[config.mk]
export PLATFORM = sky130hd
export DESIGN_NAME = bdd_tree_engine_flat
export DESIGN_NICKNAME = d
export VERILOG_FILES = /design/src/rtl/bdd_pkg.sv /design/src/rtl/bdd_tree_engine_if.sv /design/src/rtl/bdd_node_mac.sv /design/src/rtl/bdd_tree_engine.sv /design/src/flat_wrapper.sv
export SDC_FILE = /design/constraint.sdc
export NUM_CORES = 1
export LEC_CHECK = 0
export ABC_AREA = 1
export CAP_MARGIN = 30
export CORE_ASPECT_RATIO = 0.5
export CORE_MARGIN = 5
export CORE_UTILIZATION = 61
export DETAILED_ROUTE_END_ITERATION = 8
export PLACE_DENSITY = 0.84
export SYNTH_ARGS = -nofsm -noshare
export SYNTH_HDL_FRONTEND = slang
export SYNTH_SLANG_ARGS = --single-unit
export TNS_END_PERCENT = 10
[constraint.sdc]
create_clock -name clk -period 7.5 [get_ports clk]
set_clock_uncertainty 0.2 [all_clocks]
set_input_delay 1.5 -clock clk [delete_from_list [all_inputs] [get_ports clk]]
set_output_delay 1.5 -clock clk [all_outputs]
set_load 0.02 [all_outputs]
[src/rtl/bdd_pkg.sv]
// bdd_pkg: shared FSM state type and node-word field layout helpers for the BDD tree engine.
package bdd_pkg;

   typedef enum logic [2:0] {
      IDLE,
      RD,
      LAT,
      MAC,
      CMP,
      DONE
   } state_e;

   function automatic int acc_width(int num_feat, int feat_w, int coef_w);
      return feat_w + coef_w + 1 + $clog2(num_feat);
   endfunction

   // Node word, LSB first: coef[0..NUM_FEAT-1], threshold, lo_child, hi_child.
   function automatic int thr_lsb(int num_feat, int coef_w);
      return num_feat * coef_w;
   endfunction

   function automatic int lo_lsb(int num_feat, int coef_w, int acc_w);
      return thr_lsb(num_feat, coef_w) + acc_w;
   endfunction

   function automatic int hi_lsb(int num_feat, int coef_w, int acc_w, int addr_w);
      return lo_lsb(num_feat, coef_w, acc_w) + addr_w + 1;
   endfunction

   function automatic int node_w(int num_feat, int coef_w, int acc_w, int addr_w);
      return hi_lsb(num_feat, coef_w, acc_w, addr_w) + addr_w + 1;
   endfunction

   // The bit just above the address field marks a child pointer as a leaf.
   function automatic logic is_leaf(logic [31:0] child, int addr_w);
      return child[addr_w];
   endfunction

endpackage

[src/rtl/bdd_tree_engine_if.sv]
// bdd_tree_engine_if: request, node-RAM and result signals of the tree engine.
interface bdd_tree_engine_if
   import bdd_pkg::*;
#(
   parameter int NUM_FEAT  = 5,
   parameter int FEAT_W    = 8,
   parameter int COEF_W    = 8,
   parameter int ADDR_W    = 11,
   parameter int CLASS_W   = 8,
   parameter int MAX_DEPTH = 32,
   parameter int ACC_W     = FEAT_W + COEF_W + 1 + $clog2(NUM_FEAT)
) ();

   localparam int NODE_W  = node_w(NUM_FEAT, COEF_W, ACC_W, ADDR_W);
   localparam int DEPTH_W = $clog2(MAX_DEPTH + 1);

   logic                         in_valid;
   logic                         in_ready;
   logic [NUM_FEAT*FEAT_W-1:0]   in_feat;
   logic [ADDR_W-1:0]            in_root;
   logic                         node_rd_en;
   logic [ADDR_W-1:0]            node_addr;
   logic [NODE_W-1:0]            node_data;
   logic                         out_valid;
   logic                         out_ready;
   logic [CLASS_W-1:0]           out_class;
   logic                         out_err;
   logic [DEPTH_W-1:0]           out_depth;

   modport slave (
      input  in_valid, in_feat, in_root, node_data, out_ready,
      output in_ready, node_rd_en, node_addr, out_valid, out_class, out_err, out_depth
   );

   modport master (
      output in_valid, in_feat, in_root, node_data, out_ready,
      input  in_ready, node_rd_en, node_addr, out_valid, out_class, out_err, out_depth
   );

endinterface

[src/rtl/bdd_node_mac.sv]
// bdd_node_mac: signed dot product of unsigned features and signed coefficients.
// Define BDD_PARALLEL_MAC_EN for a one-cycle adder tree; default is one product per cycle.
module bdd_node_mac #(
   parameter int NUM_FEAT = 5,
   parameter int FEAT_W   = 8,
   parameter int COEF_W   = 8,
   parameter int ACC_W    = FEAT_W + COEF_W + 1 + $clog2(NUM_FEAT)
) (
   input  logic                        clk,
   input  logic                        rst,
   input  logic                        start,
   input  logic [NUM_FEAT*FEAT_W-1:0]  feat,
   input  logic [NUM_FEAT*COEF_W-1:0]  coef,
   output logic signed [ACC_W-1:0]     acc,
   output logic                        done
);

   localparam int PROD_W = FEAT_W + COEF_W + 1;

   logic signed [ACC_W-1:0] prod_ext [NUM_FEAT];

   // Features are zero-extended so the product is a true unsigned-by-signed multiply.
   for (genvar i = 0; i < NUM_FEAT; i++) begin : g_prod
      logic signed [PROD_W-1:0] f_ext;
      logic signed [PROD_W-1:0] c_ext;
      logic signed [PROD_W-1:0] p;
      assign f_ext       = PROD_W'({1'b0, feat[i*FEAT_W +: FEAT_W]});
      assign c_ext       = PROD_W'($signed(coef[i*COEF_W +: COEF_W]));
      assign p           = f_ext * c_ext;
      assign prod_ext[i] = ACC_W'(p);
   end

   logic signed [ACC_W-1:0] acc_q, acc_d;
   logic                    busy_q, busy_d;

`ifdef BDD_PARALLEL_MAC_EN
   logic signed [ACC_W-1:0] sum;

   always_comb begin
      sum = '0;
      for (int i = 0; i < NUM_FEAT; i++) begin
         sum = sum + prod_ext[i];
      end
   end

   always_comb begin
      acc_d  = acc_q;
      busy_d = busy_q;
      if (start) begin
         acc_d  = '0;
         busy_d = 1'b1;
      end else if (busy_q) begin
         acc_d  = sum;
         busy_d = 1'b0;
      end
   end

   assign done = busy_q;

   always_ff @(posedge clk) begin
      if (rst) begin
         acc_q  <= '0;
         busy_q <= 1'b0;
      end else begin
         acc_q  <= acc_d;
         busy_q <= busy_d;
      end
   end
`else
   localparam int IDX_W = (NUM_FEAT > 1) ? $clog2(NUM_FEAT) : 1;
   localparam logic [IDX_W-1:0] LAST_IDX = IDX_W'(NUM_FEAT - 1);

   logic [IDX_W-1:0] idx_q, idx_d;

   always_comb begin
      acc_d  = acc_q;
      busy_d = busy_q;
      idx_d  = idx_q;
      if (start) begin
         acc_d  = '0;
         busy_d = 1'b1;
         idx_d  = '0;
      end else if (busy_q) begin
         acc_d = acc_q + prod_ext[idx_q];
         if (idx_q == LAST_IDX) begin
            busy_d = 1'b0;
         end else begin
            idx_d = idx_q + IDX_W'(1);
         end
      end
   end

   // Done flags the cycle whose product is the last one, so the sum is ready one edge later.
   assign done = busy_q && (idx_q == LAST_IDX);

   always_ff @(posedge clk) begin
      if (rst) begin
         acc_q  <= '0;
         busy_q <= 1'b0;
         idx_q  <= '0;
      end else begin
         acc_q  <= acc_d;
         busy_q <= busy_d;
         idx_q  <= idx_d;
      end
   end
`endif

   assign acc = acc_q;

endmodule

[src/rtl/bdd_tree_engine.sv]
// bdd_tree_engine: walks a decision tree held in external node RAM and reports the leaf class.
// Per-node MAC latency depends on BDD_PARALLEL_MAC_EN inside bdd_node_mac.
module bdd_tree_engine
   import bdd_pkg::*;
#(
   parameter int NUM_FEAT  = 5,
   parameter int FEAT_W    = 8,
   parameter int COEF_W    = 8,
   parameter int ADDR_W    = 11,
   parameter int CLASS_W   = 8,
   parameter int MAX_DEPTH = 32,
   parameter int ACC_W     = FEAT_W + COEF_W + 1 + $clog2(NUM_FEAT)
) (
   input  logic                clk,
   input  logic                rst,
   bdd_tree_engine_if.slave    bus
);

   localparam int NODE_W  = node_w(NUM_FEAT, COEF_W, ACC_W, ADDR_W);
   localparam int THR_LSB = thr_lsb(NUM_FEAT, COEF_W);
   localparam int LO_LSB  = lo_lsb(NUM_FEAT, COEF_W, ACC_W);
   localparam int HI_LSB  = hi_lsb(NUM_FEAT, COEF_W, ACC_W, ADDR_W);
   localparam int DEPTH_W = $clog2(MAX_DEPTH + 1);

   state_e                      state_q, state_d;
   logic [NUM_FEAT*FEAT_W-1:0]  feat_q, feat_d;
   logic [ADDR_W-1:0]           cur_q, cur_d;
   logic [NODE_W-1:0]           node_q, node_d;
   logic [DEPTH_W-1:0]          depth_q, depth_d;
   logic [CLASS_W-1:0]          class_q, class_d;
   logic                        err_q, err_d;
   logic                        out_valid_q, out_valid_d;
   logic                        mac_start;
   logic                        mac_done;
   logic signed [ACC_W-1:0]     acc;
   logic signed [ACC_W-1:0]     thr;
   logic [ADDR_W:0]             chosen;

   bdd_node_mac #(
      .NUM_FEAT (NUM_FEAT),
      .FEAT_W   (FEAT_W),
      .COEF_W   (COEF_W),
      .ACC_W    (ACC_W)
   ) u_mac (
      .clk   (clk),
      .rst   (rst),
      .start (mac_start),
      .feat  (feat_q),
      .coef  (node_q[NUM_FEAT*COEF_W-1:0]),
      .acc   (acc),
      .done  (mac_done)
   );

   // Ties go to the low child.
   assign thr    = node_q[THR_LSB +: ACC_W];
   assign chosen = (acc > thr) ? node_q[HI_LSB +: ADDR_W+1] : node_q[LO_LSB +: ADDR_W+1];

   always_comb begin
      state_d     = state_q;
      feat_d      = feat_q;
      cur_d       = cur_q;
      node_d      = node_q;
      depth_d     = depth_q;
      class_d     = class_q;
      err_d       = err_q;
      out_valid_d = out_valid_q;
      mac_start   = 1'b0;
      unique case (state_q)
         IDLE: begin
            if (bus.in_valid) begin
               feat_d  = bus.in_feat;
               cur_d   = bus.in_root;
               depth_d = '0;
               state_d = RD;
            end
         end
         RD:  state_d = LAT;
         LAT: begin
            node_d    = bus.node_data;
            mac_start = 1'b1;
            state_d   = MAC;
         end
         MAC: begin
            if (mac_done) begin
               state_d = CMP;
            end
         end
         CMP: begin
            depth_d = depth_q + DEPTH_W'(1);
            if (is_leaf(32'(chosen), ADDR_W)) begin
               class_d = chosen[CLASS_W-1:0];
               err_d   = 1'b0;
               state_d = DONE;
            end else if (depth_d == DEPTH_W'(MAX_DEPTH)) begin
               class_d = '0;
               err_d   = 1'b1;
               state_d = DONE;
            end else begin
               cur_d   = chosen[ADDR_W-1:0];
               state_d = RD;
            end
         end
         DONE: begin
            // Result is presented from a register one cycle after entering DONE.
            out_valid_d = 1'b1;
            if (out_valid_q && bus.out_ready) begin
               out_valid_d = 1'b0;
               state_d     = IDLE;
            end
         end
         default: state_d = IDLE;
      endcase
   end

   always_ff @(posedge clk) begin
      if (rst) begin
         state_q     <= IDLE;
         feat_q      <= '0;
         cur_q       <= '0;
         node_q      <= '0;
         depth_q     <= '0;
         class_q     <= '0;
         err_q       <= 1'b0;
         out_valid_q <= 1'b0;
      end else begin
         state_q     <= state_d;
         feat_q      <= feat_d;
         cur_q       <= cur_d;
         node_q      <= node_d;
         depth_q     <= depth_d;
         class_q     <= class_d;
         err_q       <= err_d;
         out_valid_q <= out_valid_d;
      end
   end

   assign bus.in_ready   = (state_q == IDLE);
   assign bus.node_rd_en = (state_q == RD);
   assign bus.node_addr  = cur_q;
   assign bus.out_valid  = out_valid_q;
   assign bus.out_class  = class_q;
   assign bus.out_err    = err_q;
   assign bus.out_depth  = depth_q;

endmodule

[src/flat_wrapper.sv]
// flat-port wrapper written by rule: the top's interface ports become plain ports
module bdd_tree_engine_flat import bdd_pkg::*;
#(
   parameter int NUM_FEAT  = 5,
   parameter int FEAT_W    = 8,
   parameter int COEF_W    = 8,
   parameter int ADDR_W    = 11,
   parameter int CLASS_W   = 8,
   parameter int MAX_DEPTH = 32,
   parameter int ACC_W     = FEAT_W + COEF_W + 1 + $clog2(NUM_FEAT)
)
  (clk, rst, bus_in_valid, bus_in_feat, bus_in_root, bus_node_data, bus_out_ready, bus_in_ready, bus_node_rd_en, bus_node_addr, bus_out_valid, bus_out_class, bus_out_err, bus_out_depth);
  bdd_tree_engine_if #(.NUM_FEAT(NUM_FEAT), .FEAT_W(FEAT_W), .COEF_W(COEF_W), .ADDR_W(ADDR_W), .CLASS_W(CLASS_W), .MAX_DEPTH(MAX_DEPTH), .ACC_W(ACC_W)) bus_i ();
  input  logic clk;
  input  logic rst;
  input wire logic [$bits(bus_i.in_valid)-1:0] bus_in_valid;
  input wire logic [$bits(bus_i.in_feat)-1:0] bus_in_feat;
  input wire logic [$bits(bus_i.in_root)-1:0] bus_in_root;
  input wire logic [$bits(bus_i.node_data)-1:0] bus_node_data;
  input wire logic [$bits(bus_i.out_ready)-1:0] bus_out_ready;
  output wire logic [$bits(bus_i.in_ready)-1:0] bus_in_ready;
  output wire logic [$bits(bus_i.node_rd_en)-1:0] bus_node_rd_en;
  output wire logic [$bits(bus_i.node_addr)-1:0] bus_node_addr;
  output wire logic [$bits(bus_i.out_valid)-1:0] bus_out_valid;
  output wire logic [$bits(bus_i.out_class)-1:0] bus_out_class;
  output wire logic [$bits(bus_i.out_err)-1:0] bus_out_err;
  output wire logic [$bits(bus_i.out_depth)-1:0] bus_out_depth;
  assign bus_i.in_valid = bus_in_valid;
  assign bus_i.in_feat = bus_in_feat;
  assign bus_i.in_root = bus_in_root;
  assign bus_i.node_data = bus_node_data;
  assign bus_i.out_ready = bus_out_ready;
  assign bus_in_ready = bus_i.in_ready;
  assign bus_node_rd_en = bus_i.node_rd_en;
  assign bus_node_addr = bus_i.node_addr;
  assign bus_out_valid = bus_i.out_valid;
  assign bus_out_class = bus_i.out_class;
  assign bus_out_err = bus_i.out_err;
  assign bus_out_depth = bus_i.out_depth;
  bdd_tree_engine #(.NUM_FEAT(NUM_FEAT), .FEAT_W(FEAT_W), .COEF_W(COEF_W), .ADDR_W(ADDR_W), .CLASS_W(CLASS_W), .MAX_DEPTH(MAX_DEPTH), .ACC_W(ACC_W)) u_core (.clk(clk), .rst(rst), .bus(bus_i));
endmodule
; ---- Word-level counts from Yosys, hierarchy flattened
; Cells that the tools add are included.
[classes]
addsub = 3
mul = 5
n_lt_le_gt_ge = 2
eq_ne = 12
mux = 25
bitwise_logic = 2
reduce_logical = 12
[ops]
columns = cell, n
row1 = multiplier 9 x 8 -> 17 bit, 5
row2 = binary-select mux 20 bit (select 3 bit), 1
row3 = two-way mux 20 bit, 2
row4 = two-way mux 11 bit, 3
row5 = case mux 11 bit (2 select lines), 1
row6 = adder 20 bit, 1
row7 = greater-than comparator 20 bit, 1
row8 = case mux 3 bit (6 select lines), 1
row9 = two-way mux 8 bit, 2
row10 = two-way mux 3 bit, 5
row11 = two-way mux 12 bit, 1
row12 = case mux 6 bit (2 select lines), 1
row13 = "== test 3 bit, second input constant", 3
row14 = AND reduction 2 bit, 4
row15 = two-way mux 1 bit, 7
row16 = "adder 6 x 1 -> 6 bit, second input constant", 1
row17 = "== test 3 x 2 -> 1 bit, second input constant", 2
row18 = "== test 6 bit, second input constant", 1
row19 = two-way mux 6 bit, 1
row20 = "inequality test 2 bit, second input constant", 3
row21 = ">= comparator 4 bit, second input constant", 1
row22 = "inequality test 2 x 1 -> 1 bit, second input constant", 2
row23 = NOT 3 -> 4 bit, 1
row24 = AND reduction 4 bit, 1
row25 = 8 further kinds, 10
[totals]
reg_bits = 178
inputBits = 139
out_inout_bits = 29
elab_cells = 72

; ---- Depth between registers and ports, before layout
; Gate-level depths: netlist (run 1).
[logic_depth]
word_depth = 5
mapped_depth = 38
mapped_depth_nobuf = 37

; ---- Modules after synthesis
; Synthesis (run 1) repeated with hierarchy kept, for this count alone.
[hier_totals]
hier_cells = 2969
area_unflattened_um2 = 20652.3
[by_module_without_submodules]
columns = module, n_inst, cells_each, area_each_um2, seq_area_each_um2
row1 = bdd_node_mac, 1, 2089, 14221.1, 480.5
row2 = bdd_tree_engine, 1, 880, 6431.2, 3083.0

; ---- Worst setup path before layout (run 1)
; Ideal clock, no wire load.
[synth_path]
kind = reg2reg
from = reg u_core.node_q[24]
to = reg u_core.u_mac.acc_q[19] (netlist: u_core.u_mac.acc[19])
setup_ns = 0.064
arrival_ns = 5.461
required_ns = 7.236
slack_ns = 1.775
stages_incl_launch_ff = 33
path_buffers = 1
period_less_slack_ns = 5.725
path_cell_list = dfxtp_1 clkbuf_1 nand2_1 fa_1 fa_1 inv_1 fa_1 inv_1 fa_1 inv_1 ha_1 a21oi_1 o21ai_0 a21oi_1 inv_1 o21ai_0 a21oi_1 o21ai_0 nand3_1 nand2_1 inv_1 ha_1 a21oi_1 nor2_1 nor2_1 nor2_1 nor3_1 nand3_1 nand3_1 nand2_1 nor2_1 nor2_1 nor2_1
[synth_between]
elab_chain_cells = 5
[synth_lines]
columns = element, line_no
row1 = "start, declared", bdd_tree_engine.sv:28  ; logic [NODE_W-1:0] node_q, node_d;
row2 = "start signal, assigned", bdd_tree_engine.sv:129  ; node_q <= node_d;
row3 = multiplier 9 x 8 -> 17 bit, bdd_node_mac.sv:29  ; assign p = f_ext * c_ext;
row4 = binary-select mux 20 bit (select 3 bit), bdd_node_mac.sv:84  ; acc_d = acc_q + prod_ext[idx_q];
row5 = two-way mux 20 bit (not written as such) (2 in series), bdd_node_mac.sv:84
row6 = adder 20 bit, bdd_node_mac.sv:84
row7 = "end signal, assigned", bdd_node_mac.sv:98  ; acc_q <= '0;
row8 = "end signal, assigned", bdd_node_mac.sv:102  ; acc_q <= acc_d;
row9 = "end, declared", bdd_node_mac.sv:33  ; logic signed [ACC_W-1:0] acc_q, acc_d;
; No other way between the ends. The select of a mux whose other input is x is not followed.
; A chain may end at the register's enable or synchronous reset.

; ---- Worst setup path after layout (run 1)
[layout_path]
from = reg u_core.node_q[2]
to = reg u_core.u_mac.acc_q[19] (netlist: u_core.u_mac.acc[19])
; The elaborated chain is that of the path after synthesis.

==> results.txt, run 1 <==
FP Rows -> 47
critical setup path kind -> flip-flop to flip-flop
synth cell count leaders -> inv_1, nand2_1, ha_1, nor2_1, a21oi_1
grt met2 use -> 46.33%
drt wl/cell -> 15.31 µm
critical hold path startpoint -> u_core.node_q[66]$_SDFFE_PP0P_
compound-cell area share of the yosys netlist -> 11.88%
initial antenna violation count -> 1
WP depth -> 29
gr busiest metal -> met2
final net count -> 3552
CTS Sinks -> 178
Gate Count Post-Synth -> 2915
Post-synth ARST share -> 0%
final count of pins violating max slew -> 0
global route overflow -> 0
CTS tree -> yes
vias in the first global route -> 17880
critical path's most frequent cell -> nor2_1
flops & latches, synth -> 178
pwr/cell area -> 179.1 mW/mm²
worst reg2reg path depth -> 29
CTS Buf Count -> 17
area of the multi-input gates -> 0.01370 mm²
number of DRC violations after detailed-routing iteration 0 -> 1691
hold_buf cts -> 0
Lkg Pwr -> 12.86 nW
top_reg_cell synth -> dfxtp_1
post-CTS setup buffer count -> 0
top-count cell post-synth -> inv_1
Hold WS -> 256.5 ps
EDFF count, synth -> 0
Initial Utilization -> 61.60%
R2R setup slack -> 780 ps
DRC -> 1
nature of the critical path startpoint -> flip-flop
setup_tns -> 0 ps
root buffer selected by CTS -> clkbuf_16
Power, Total -> 4.066 mW
clk_lat worst skew -> 480 ps
unrepaired setup endpoints after global routing -> false
Max Clk Rate -> 148.8 MHz
status -> complete, but fails checks
Seq. cell area -> 0.003563 mm²
Arr. time, crit path -> 6930 ps
Worst Path Max Fanout -> 9
Reg2Reg Capture Point -> u_core.u_mac.acc[19]$_SDFFE_PP0P_
worst relative slew slack -> 33.55%
Yosys warnings -> 0
largest net degree at the start of global routing -> 100
htree depth -> 4
crit share post-route -> 89.59%
Max VDD drop -> 0.2053 mV
first-pass GRT wire length -> 86470 µm
fill count -> 2767
simple-gate share of the synthesized area -> 19.43%
WL final -> 52390 µm
post-synth top area cell -> fa_1
Hold Path End -> u_core.node_q[66]$_SDFFE_PP0P_
final core occ -> 68.82%
Synth Area in Adders -> 34.27%
Worst path top cell family by delay -> adder cells
GR Util met1 -> 38.94%
vias -> 18210
Worst-Margin Slew -> 995.4 ps
grt met3 use -> 5.690%
Ports -> 168
routed vias/inst -> 5.321
DRT Pass-1 Iters -> 9
post-DP HPWL -> 41640 µm
# port buffers -> 167
Post-Syn Area -> 0.02032 mm²
Routed Antenna Nets -> 0
GRT Total Usage -> 28.42%
failing checks -> design-rule violations
Layout Area Growth over Synthesis -> 11.72%
mux cell area share after synthesis -> 0%
Critical Path Sink Type -> flip-flop
Synth Area in XOR/XNOR -> 1.767%
CTS clock-pin slew for the worst setup and hold paths -> 90 ps
minimum clock period -> 6719 ps
main combinational cell family by area after synthesis -> adder cells
CP max stage delay -> 550 ps
Buf/Inv on CP -> 4
MaxCap Viol Count -> 0
die area -> 0.03728 mm²
Avg Cell Area, Syn -> 6.971 µm²
# resized after CTS -> 0
reg2reg start -> u_core.node_q[2]$_SDFFE_PP0P_
Fin. Hold Viols -> 0
layout cells sized above 1 -> 2.147%
routability cong. -> 0.9942
syn nets -> 3499
sequential area share after synthesis -> 17.54%
hold crit path type -> flip-flop to flip-flop
post-synth top area share -> 18.32%
CTS max path bufs -> 2
Setup-failing EPs final -> 0
Req. time, crit path -> 7710 ps
synth top area cells -> fa_1, dfxtp_1, ha_1, inv_1, nand2_1
core area -> 0.03299 mm²
die width -> 268.1 µm
worst hold stages -> 2
Slowest cell on crit path -> fa_1
Die Y-Extent -> 139.1 µm
Synth cell types -> 48
==> cell usage in the layout (no fill, tap or decap), drive strengths merged <==
cell,n
inv,676
nand2,613
ha,259
nor2,236
a21oi,209
o21ai,190
fa,186
dfxtp,178
clkdlybuf4s50,166
nand3,85
xor2,31
nand4,25
clkbuf,17
nor3,13
buf,12
xnor2,10
a21o,9
a31oi,8
or2,8
clkinv,7
o211ai,6
o21bai,6
o221ai,3
a221oi,3
a31o,3
o31ai,3
o22ai,3
and2,3
o21a,2
a211o,2
nor4,2
diode,1
a32o,1
o31a,1
a21boi,1
a211oi,1
o311ai,1
a221o,1
clkinvlp,1
==> worst reg2reg max path: cells and delay by family (launching register included) <==
kind,cells,cell delay [ps]
AOI/OAI and AO/OA,6,1470
adders and majority gates,6,2640
buffers and inverters,4,220
DFF,1,500
and+or+nand+nor,13,1630
==> flip-flops by register name, summed over array words and instances, names as in the netlist <==
signal                count
u_core.bus.out_class      8
u_core.feat_q            40
u_core.u_mac.acc         20
u_core.bus.out_err        1
u_core.u_mac.idx_q        3
u_core.bus.node_addr     11
u_core.node_q            84
u_core.bus.out_valid      1
u_core.state_q            3
u_core.u_mac.busy_q       1
u_core.bus.out_depth      6
==> per-stage QoR <==
step,instance area [µm²],std cells,worst slack [ps]
after global placement,22070,3390,1115
final,22700,3423,780.7
after floorplan,20320,2915,1775
after detailed placement,22070,3390,941.7
after CTS,22700,3422,901.7
after global routing,22700,3423,254.3
==> worst max-delay path by stage <==
stage                                              start                                end  slack, ps
final                      u_core.node_q[2]$_SDFFE_PP0P_  u_core.u_mac.acc[19]$_SDFFE_PP0P_        780
after global routing      u_core.node_q[23]$_SDFFE_PP0P_  u_core.u_mac.acc[19]$_SDFFE_PP0P_        250
after CTS                  u_core.node_q[2]$_SDFFE_PP0P_  u_core.u_mac.acc[19]$_SDFFE_PP0P_        900
after detailed placement   u_core.node_q[2]$_SDFFE_PP0P_  u_core.u_mac.acc[19]$_SDFFE_PP0P_        940
after global placement    u_core.node_q[23]$_SDFFE_PP0P_  u_core.u_mac.acc[19]$_SDFFE_PP0P_       1120
after floorplan           u_core.node_q[24]$_SDFFE_PP0P_  u_core.u_mac.acc[19]$_SDFFE_PP0P_       1780
==> power by group <==
group	internal [mW]	switching [mW]	leakage, nW	total (mW)
combinational	0.671	1.14	11.1	1.81
clock	0.462	0.511	0.300	0.973
sequential	1.08	0.204	1.46	1.28
==> per-layer routing <==
layer | vias to the layer above | part of all wire (%)
li1 | 9008 | -
met1 | 8470 | 43
met2 | 657 | 46
met3 | 79 | 8.5
met4 | 0 | 2.1
met5 | - | 0
==> logic make-up (layout without fill, tap and decap cells) <==
family,Yosys count,after routing
other,0,1
AOI/OAI and AO/OA,453,453
adders and majority gates,445,445
xor gates and xnor gates,41,41
DFF,178,178
and+or+nand+nor,985,985
buffers and inverters,813,879
==> cell type report <==
| cell class | instances | area share (%) |
|---|---|---|
| clock buffers | 17 | 1.874 |
| well taps | 441 | 2.430 |
| repair buffers | 178 | 7.705 |
| multi-input cells | 1924 | 60.33 |
| clock inverters | 15 | 0.8928 |
| flip-flops and latches | 178 | 15.70 |
| inverters | 669 | 11.07 |
| diodes | 1 | 0.01102 |
Note: power is estimated with default switching activity, not from simulation.
==> run 2, diff against run 1 <==
CTS_CLUSTER_SIZE = 40   (was default)
==> results of run 2 <==
The final DEF is identical to that of run 1; final timing and power are the same.
